**src/rtl/cpu_ctrl_pkg.sv**
```systemverilog
// Shared encodings for the phase-1 control unit: FSM states, IR opcodes,
// ALU op_code values and instruction field positions.
package cpu_ctrl_pkg;

    localparam int unsigned STATE_W   = 4;
    localparam int unsigned OPC_W     = 5;
    localparam int unsigned REG_IDX_W = 4;

    localparam int unsigned OPC_LSB = 27;
    localparam int unsigned RA_LSB  = 23;
    localparam int unsigned RB_LSB  = 19;
    localparam int unsigned RC_LSB  = 15;

    typedef enum logic [STATE_W-1:0] {
        S_IDLE = 4'd0,
        S_T0   = 4'd1,
        S_T1   = 4'd2,
        S_T1W  = 4'd3,
        S_T2   = 4'd4,
        S_T3   = 4'd5,
        S_T4   = 4'd6,
        S_T5   = 4'd7,
        S_HALT = 4'd8
    } state_t;

    localparam logic [OPC_W-1:0] OPC_ADD = 5'b00011;
    localparam logic [OPC_W-1:0] OPC_SUB = 5'b00100;
    localparam logic [OPC_W-1:0] OPC_OR  = 5'b00101;
    localparam logic [OPC_W-1:0] OPC_AND = 5'b00110;

    localparam logic [OPC_W-1:0] ALU_NOP = 5'b00000;
    localparam logic [OPC_W-1:0] ALU_OR  = 5'b00001;
    localparam logic [OPC_W-1:0] ALU_AND = 5'b00010;
    localparam logic [OPC_W-1:0] ALU_ADD = 5'b00011;
    localparam logic [OPC_W-1:0] ALU_SUB = 5'b00100;

    function automatic logic opc_legal(input logic [OPC_W-1:0] opc);
        return (opc == OPC_ADD) || (opc == OPC_SUB) || (opc == OPC_OR) || (opc == OPC_AND);
    endfunction

    function automatic logic [OPC_W-1:0] alu_op(input logic [OPC_W-1:0] opc);
        logic [OPC_W-1:0] op;
        case (opc)
            OPC_ADD: op = ALU_ADD;
            OPC_SUB: op = ALU_SUB;
            OPC_OR:  op = ALU_OR;
            OPC_AND: op = ALU_AND;
            default: op = ALU_NOP;
        endcase
        return op;
    endfunction

endpackage

```
**src/rtl/reg_select_decode.sv**
```systemverilog
// Register index plus enable to one-hot register strobe vector.
module reg_select_decode #(
    parameter int unsigned NUM_REGS = 16,
    parameter int unsigned IDX_W    = 4
) (
    input  logic [IDX_W-1:0]    i_idx,
    input  logic                i_en,
    output logic [NUM_REGS-1:0] o_onehot
);

    assign o_onehot = i_en ? (NUM_REGS'(1) << i_idx) : '0;

endmodule

```
**src/rtl/alu_control_sequencer.sv**
```systemverilog
// Hardwired control unit: fetch (T0-T2) then three-register ALU execute (T3-T5).
// Control outputs are decoded from the registered state plus the IR fields.
module alu_control_sequencer
    import cpu_ctrl_pkg::*;
#(
    parameter int unsigned NUM_REGS = 16,
    parameter int unsigned IR_W     = 32
) (
    input  logic                 Clock,
    input  logic                 Clear,
    input  logic                 Run_en,
    input  logic                 Mem_ready,
    input  logic [IR_W-1:0]      IR,
    output logic                 PCout,
    output logic                 Zlowout,
    output logic                 MDRout,
    output logic                 MARin,
    output logic                 PCin,
    output logic                 MDRin,
    output logic                 IRin,
    output logic                 Yin,
    output logic                 ZLowIn,
    output logic                 IncPC,
    output logic                 Read,
    output logic [OPC_W-1:0]     op_code,
    output logic [NUM_REGS-1:0]  Rin,
    output logic [NUM_REGS-1:0]  Rout,
    output logic                 Run,
    output logic [STATE_W-1:0]   Present_state
);

    state_t               r_state;
    logic [OPC_W-1:0]     w_opc;
    logic [REG_IDX_W-1:0] w_ra;
    logic [REG_IDX_W-1:0] w_rb;
    logic [REG_IDX_W-1:0] w_rc;
    logic                 w_legal;
    logic [REG_IDX_W-1:0] w_rout_idx;
    logic                 w_rout_en;
    logic                 w_rin_en;
    logic                 w_ir_unused;

    assign w_opc       = IR[OPC_LSB +: OPC_W];
    assign w_ra        = IR[RA_LSB +: REG_IDX_W];
    assign w_rb        = IR[RB_LSB +: REG_IDX_W];
    assign w_rc        = IR[RC_LSB +: REG_IDX_W];
    assign w_legal     = opc_legal(w_opc);
    assign w_ir_unused = ^IR;

    // Clear wins over every transition; memory wait in T1W has no timeout.
    always_ff @(posedge Clock) begin
        if (Clear) begin
            r_state <= S_IDLE;
        end else begin
            case (r_state)
                S_IDLE:       if (Run_en) r_state <= S_T0;
                S_T0:         r_state <= S_T1;
                S_T1, S_T1W:  r_state <= Mem_ready ? S_T2 : S_T1W;
                S_T2:         r_state <= S_T3;
                S_T3:         r_state <= w_legal ? S_T4 : S_HALT;
                S_T4:         r_state <= S_T5;
                S_T5:         r_state <= Run_en ? S_T0 : S_IDLE;
                S_HALT:       r_state <= S_HALT;
                default:      r_state <= S_IDLE;
            endcase
        end
    end

    always_comb begin
        PCout   = 1'b0;
        Zlowout = 1'b0;
        MDRout  = 1'b0;
        MARin   = 1'b0;
        PCin    = 1'b0;
        MDRin   = 1'b0;
        IRin    = 1'b0;
        Yin     = 1'b0;
        ZLowIn  = 1'b0;
        IncPC   = 1'b0;
        Read    = 1'b0;
        op_code = ALU_NOP;
        case (r_state)
            S_T0: begin
                PCout  = 1'b1;
                MARin  = 1'b1;
                IncPC  = 1'b1;
                ZLowIn = 1'b1;
            end
            S_T1: begin
                Zlowout = 1'b1;
                PCin    = 1'b1;
                Read    = 1'b1;
                MDRin   = 1'b1;
            end
            S_T1W: begin
                Read  = 1'b1;
                MDRin = 1'b1;
            end
            S_T2: begin
                MDRout = 1'b1;
                IRin   = 1'b1;
            end
            S_T3:    Yin = w_legal;
            S_T4: begin
                ZLowIn  = 1'b1;
                op_code = alu_op(w_opc);
            end
            S_T5:    Zlowout = 1'b1;
            default: ;
        endcase
    end

    // Rout selects Rb in T3 and Rc in T4; Rin selects Ra in T5.
    assign w_rout_idx = (r_state == S_T4) ? w_rc : w_rb;
    assign w_rout_en  = ((r_state == S_T3) && w_legal) || (r_state == S_T4);
    assign w_rin_en   = (r_state == S_T5);

    reg_select_decode #(
        .NUM_REGS (NUM_REGS),
        .IDX_W    (REG_IDX_W)
    ) u_rout_dec (
        .i_idx    (w_rout_idx),
        .i_en     (w_rout_en),
        .o_onehot (Rout)
    );

    reg_select_decode #(
        .NUM_REGS (NUM_REGS),
        .IDX_W    (REG_IDX_W)
    ) u_rin_dec (
        .i_idx    (w_ra),
        .i_en     (w_rin_en),
        .o_onehot (Rin)
    );

    assign Run           = (r_state != S_IDLE) && (r_state != S_HALT);
    assign Present_state = STATE_W'(r_state);

endmodule
```
**config.mk**
```make
export PLATFORM = sky130hd
export DESIGN_NAME = alu_control_sequencer
export DESIGN_NICKNAME = d
export VERILOG_FILES = /design/src/rtl/cpu_ctrl_pkg.sv /design/src/rtl/reg_select_decode.sv /design/src/rtl/alu_control_sequencer.sv
export SDC_FILE = /design/constraint.sdc
export NUM_CORES = 1
export LEC_CHECK = 0
export BUFFER_PORTS_ARGS = -buffer_cell sky130_fd_sc_hd__buf_2
export CAP_MARGIN = 20
export CORE_MARGIN = 5
export CORE_UTILIZATION = 33
export CTS_CLUSTER_DIAMETER = 40
export DETAILED_ROUTE_END_ITERATION = 7
export GPL_ROUTABILITY_DRIVEN = 0
export GPL_TIMING_DRIVEN = 0
export PLACE_DENSITY = 0.79
export SLEW_MARGIN = 10
export SYNTH_ARGS = -nofsm -noshare
export SYNTH_HDL_FRONTEND = slang
export SYNTH_HIERARCHICAL = 1
export SYNTH_SLANG_ARGS = --single-unit
```
**constraint.sdc**
```tcl
create_clock -name Clock -period 2.1 [get_ports Clock]
set_clock_uncertainty 0.1 [all_clocks]
set_input_delay 0.21 -clock Clock [delete_from_list [all_inputs] [get_ports Clock]]
set_output_delay 0.21 -clock Clock [all_outputs]
set_load 0.01 [all_outputs]
```
---- Word-level counts from Yosys, hierarchy flattened ----
Index checks and enable logic that the tools add are counted.
operators by class
  equality and inequality tests ........... 14
  shift-type cells ........................ 2
  muxes and demuxes ....................... 17
  reductions and logical operators ........ 11
operators by type and width
  cell                    count
  $mux W16                2
  $pmux W4 S8             1
  $shl A1 B4 Y16 const A  2
  $eq A4 B3 Y1 const B    4
  $eq A5 B3 Y1 const B    3
  $mux W4                 3
  $pmux W3 S4             1
  $eq A4 B2 Y1 const B    2
  $mux W1                 8
  $mux W3                 2
  $reduce_or A2 Y1        3
  $eq A5 B2 Y1 const B    1
  $eq A4 B1 Y1 const B    1
  $eq A4 B4 Y1 const B    1
  $logic_not A4 Y1        1
  $logic_or A1 B1 Y1      4
  $ne A4 B4 Y1 const B    1
  $reduce_bool A4 Y1      1
  $logic_and A1 B1 Y1     2
  $ne A2 B2 Y1 const B    1
storage, ports and cells
  register bits after elaboration ......... 4
  input port bits ......................... 36
  output and inout bits ................... 53
  word-level logic and storage cells ...... 45

---- Longest topological paths before layout ----
  word-level depth ........................ 7
  gate-level depth with buffers ........... 6
  mapped depth without buffers ............ 5

---- By module ----
Netlist, hierarchy kept.
modules (own cells, without submodules)
  module                 times used  cells an instance  area each (um^2)  sequential area each (um^2)
  alu_control_sequencer  1           67                 531.8             80.1
  reg_select_decode      2           23                 120.1             0.0

---- Worst setup path before layout ----
No wires, ideal clock.
  path type ............................... register to output
  start point ............................. register r_state[2] (netlist: Present_state[2])
  end point ............................... output Rout[0]
  data arrival time ....................... 1.748 ns
  slack ................................... 0.042 ns
  stages on the path, launching flop included .. 7
  buffers on the path ..................... 1
  cell sequence ........................... dfxtp_1 > buf_2 > and4bb_2 > o211ai_1 > nand2_1 > or3b_4 > nor3_2
between the ends
  longest elaborated chain between the ends .. 4
  elaborated cells on any way between the ends .. 7
  classes of those cells .................. eq/ne: 2; shift: 1; mux: 2; reduce/logical: 2
RTL lines
  element                 line                          text
  from (decl)             alu_control_sequencer.sv:32   state_t r_state;
  from (signal assigned)  alu_control_sequencer.sv:58   S_T1, S_T1W: r_state <= Mem_ready ? S_T2 : S_T1W;
  from (signal assigned)  alu_control_sequencer.sv:60   S_T3: r_state <= w_legal ? S_T4 : S_HALT;
  from (signal assigned)  alu_control_sequencer.sv:62   S_T5: r_state <= Run_en ? S_T0 : S_IDLE;
  $eq A4 B3 Y1            alu_control_sequencer.sv:115  assign w_rout_en = ((r_state == S_T3) && w_legal) || (r_state == S_T4);
  $logic_and A1 B1 Y1     alu_control_sequencer.sv:115
  $logic_or A1 B1 Y1 *    alu_control_sequencer.sv:115
  via w_rout_en           alu_control_sequencer.sv:39   logic w_rout_en;
  $mux W16 *              reg_select_decode.sv:11       assign o_onehot = i_en ? (NUM_REGS'(1) << i_idx) : '0;
  to (decl)               alu_control_sequencer.sv:27   output logic [NUM_REGS-1:0] Rout,
Mark *: on every way through the listed nets, which the timed path passes. The rest lies on a longest branch.

---- Worst setup path in the final report ----
  start point ............................. register r_state[1] (netlist: Present_state[1])
  end point ............................... output Rout[0]
between the ends
  longest elaborated chain between the ends .. 4
  elaborated cells on any way between the ends .. 7
  classes of those cells .................. eq/ne: 2; shift: 1; mux: 2; reduce/logical: 2
RTL lines
  element            line                          text
  $eq A4 B3 Y1       alu_control_sequencer.sv:114  assign w_rout_idx = (r_state == S_T4) ? w_rc : w_rb;
  $mux W4            alu_control_sequencer.sv:114
  via w_rout_idx[1]  alu_control_sequencer.sv:38   logic [REG_IDX_W-1:0] w_rout_idx;
  $shl A1 B4 Y16     reg_select_decode.sv:11
  $mux W16           reg_select_decode.sv:11
The timed path passes the listed nets, and every way through them passes these cells.

==> impl_results.md <==
- Status: finished, violations left
- Failing checks: setup timing
- WS Path Type: register to primary output
- Top cell type's share of synthesized area: 0.126
- Post-synth EDFFs: 0
- Detail Route Antenna Nets: 0
- CTS Buf Count: 3
- Leading register cell type out of synthesis: dfxtp_1
- Reg clk slew, reported paths: roughly 0.04 ns
- Synth top cells by count: nor2_1 (26), nor3_1 (10), buf_4 (7)
- Maximum vdd drop: between 0.2 and 0.3 mV
- Worst Path Max Fanout: 4
- ANT cells: 0
- Residual DRC: 0
- Sw Ratio: 0.364
- Seq/Total Area, Yosys: 0.104
- P_int: about 260 µW
- CP max stage delay: between 0.4 and 0.5 ns
- DP Wirelength: around 2100 µm
- CP cell instances: buf_4, nand4bb_4, mux2_2, or3b_4, nor3_2, buf_2
- Share of power burned in registers: 0.226
- Synth Register Bits: 4
- Max clock buf depth: 2
- Max reg flops: 4
- Initial core utilization: 0.346
- Ranking of synthesized cells by area: nor2_1 (13%), dfxtp_1 (10%), buf_4 (6.8%)
- Post-synthesis cell area: slightly below 800 µm²
- Vias per inst: 4.85
- Die area: around 0.0034 mm²
- Drt pass-1 iters: 4
- Crit path required time: about 1.8 ns
- Worst hold path type: primary input to register
- Die Ht: approximately 60 µm
- Register-to-Register Setup Slack: approximately 0.5 ns
- Layout cell share with drive strength beyond 1: 0.604
- Leading area contributor after synthesis: nor2_1
- Top layer in use: met4
- M1 WL: just under 1000 µm
- Fmax: about 450 MHz
- Routed len/inst: 11.8 µm
- Non-filler instance count after layout: about 230
- WHS Path Cells: 4
- Dpl cell area: 0.00117 mm²
- RR Endpoint: Present_state[0]
- Leakage power: approximately 0.74 nW
- Reg2Reg Depth: 5
- Final Hold Fails: 0
- Cells after Synth: around 110
- Final Cycle Share: 1.05
- FFs w/ async S/R, synth: 0
- Setup slack after layout: -0.106 ns
- Placed cell count: between 200 and 250
- Clock Sinks: 4
- Setup violations, final: 10
- Fin crit period: roughly 2.2 ns
- Synth cell types: 38
- Pwr dens: 308 mW/mm²
- CTS tree: yes
- Die Wd: 58.4 µm
- Post-CTS Hold Buffers: 0
- Fin. max-slew vios: 0
- Hold Startpoint: Clear
- H-tree depth: 1
- Initial antenna violation count: 0
- Routed met3 length: about 450 µm
- CP Data Arrival Time: roughly 1.9 ns
- Unrepaired setup endpoints after global routing: yes
- Setup TNS: -0.417 ns
- Sw power: approximately 150 µW
- Nets: 235
- Power, Total: between 400 and 500 µW
- # IOs: 89
- Global-route wire length before repair: between 4000 and 5000 µm
- # port buffers: 71
- Max-cap violations: 0
- Hold endpoint: Present_state[3]
- Final instance area: about 0.0013 mm²
- Gate power share: 0.533
- Largest net degree at the start of global routing: 11
- Synthesis Warnings: 6
- Area Growth Syn to Fin: 68.9%
- Met2 WL: approximately 1200 µm
- CORE AREA: between 0.002 and 0.0025 mm²
- Clock Latency Late Sink: ~0.24 ns
- Vias in the first global route: 1013
- Gr usage total: 0.153
- Vias: between 1000 and 1500
- Clock power share: 0.241
- GRT overflow: 0
- Top-count cell post-synth: nor2_1
- Crit-path slowest cell: or3b_4
- First DRT Iteration DRCs: 29
- Row Count: 17
- Crit Reg-Reg Startpoint: Present_state[0]
- Synthesized area per cell: 6.83 µm²
- Detailed-route wire length: ~2600 µm
- Clk root buf: clkbuf_4
- CP Capture Type: primary output
- CP Launch Type: register
==> final cells by class <==
| class | instances | area (µm²) |
|---|---|---|
| Fill cell | 234 | 930 |
| Tap cell | 28 | 35.0 |
| Multi-Input combinational cell | 96 | 631 |
| Inverter | 3 | 11.3 |
| Timing Repair Buffer | 81 | 430 |
| Sequential cell | 4 | 90.1 |
| Clock buffer | 3 | 22.5 |
| Buffer | 10 | 83.8 |
==> repair_timing <==
action | CTS | global route
resized for setup | 12 | 1
setup endpoints to repair | 20 | 20
pin swaps | 6 | 6
setup buffers | 7 | 3
==> per-layer routing <==
layer,vias up,GRT usage
met5,-,0
met4,0,0.0596
met3,4,0.0614
met2,68,0.257
met1,468,0.173
li1,551,-
==> through the flow <==
stage           util  setup WS, ns  hold WS [ns]
6_report       0.584        -0.106         0.193
5_1_grt        0.584        -0.188         0.218
4_1_cts        0.573        -0.104         0.186
3_5_place_dp   0.522        -0.164         0.448
3_3_place_gp   0.522        -0.133         0.443
2_1_floorplan      -        0.0424         0.313
==> cell usage in the layout (no fill, tap or decap), drive strengths merged, types with 2 or more instances in the layout <==
cell    count
or2         3
and3        3
clkbuf      3
mux2        4
nand2b      5
nand3b      5
and4bb      2
dfxtp       4
nand3       2
nor3b       2
o21ai       2
nor3       12
buf        91
a21oi       3
or3b        2
inv         3
o211ai      2
nor2       28
conb        2
nand2       5
xor2        2
==> cell families after synthesis <==
group,Yosys count,synth area share
other,1,0.00486
AND/OR/NAND/NOR,76,0.559
XOR/XNOR,2,0.0227
multiplexers,4,0.0583
AO/OA/AOI/OAI,12,0.136
flip-flops,4,0.104
buffers and inverters,14,0.115
==> critical path, delay by kind of cell (launching register included) <==
kind | cells | cell delay, ns
buffers and inverters | 2 | 0.29
multiplexers | 1 | 0.38
AND/OR/NAND/NOR | 3 | 0.66
flip-flops | 1 | 0.34
==> power groups by stage <==
stage          Clock (mW)  Sequential [mW]  Combinational (mW)
4_1_cts             0.100           0.0928               0.210
3_5_place_dp            0           0.0912               0.194
5_1_grt             0.107           0.0923               0.236
6_report           0.0968           0.0910               0.214
2_1_floorplan           0           0.0929               0.120
3_3_place_gp            0           0.0913               0.192
==> how the worst max path moves through the flow <==
stage	startpoint	to	cells after the start	slack (ns)
after CTS	Present_state[1]	Rout[0]	7	-0.10
final	Present_state[1]	Rout[0]	6	-0.11
after global routing	Present_state[1]	Rout[0]	6	-0.19
after detailed placement	Present_state[3]	Rout[0]	6	-0.16
after global placement	Present_state[0]	Rout[0]	6	-0.13
after floorplan	Present_state[2]	Rout[0]	6	0.04
Note: power is estimated with default switching activity, not from simulation.
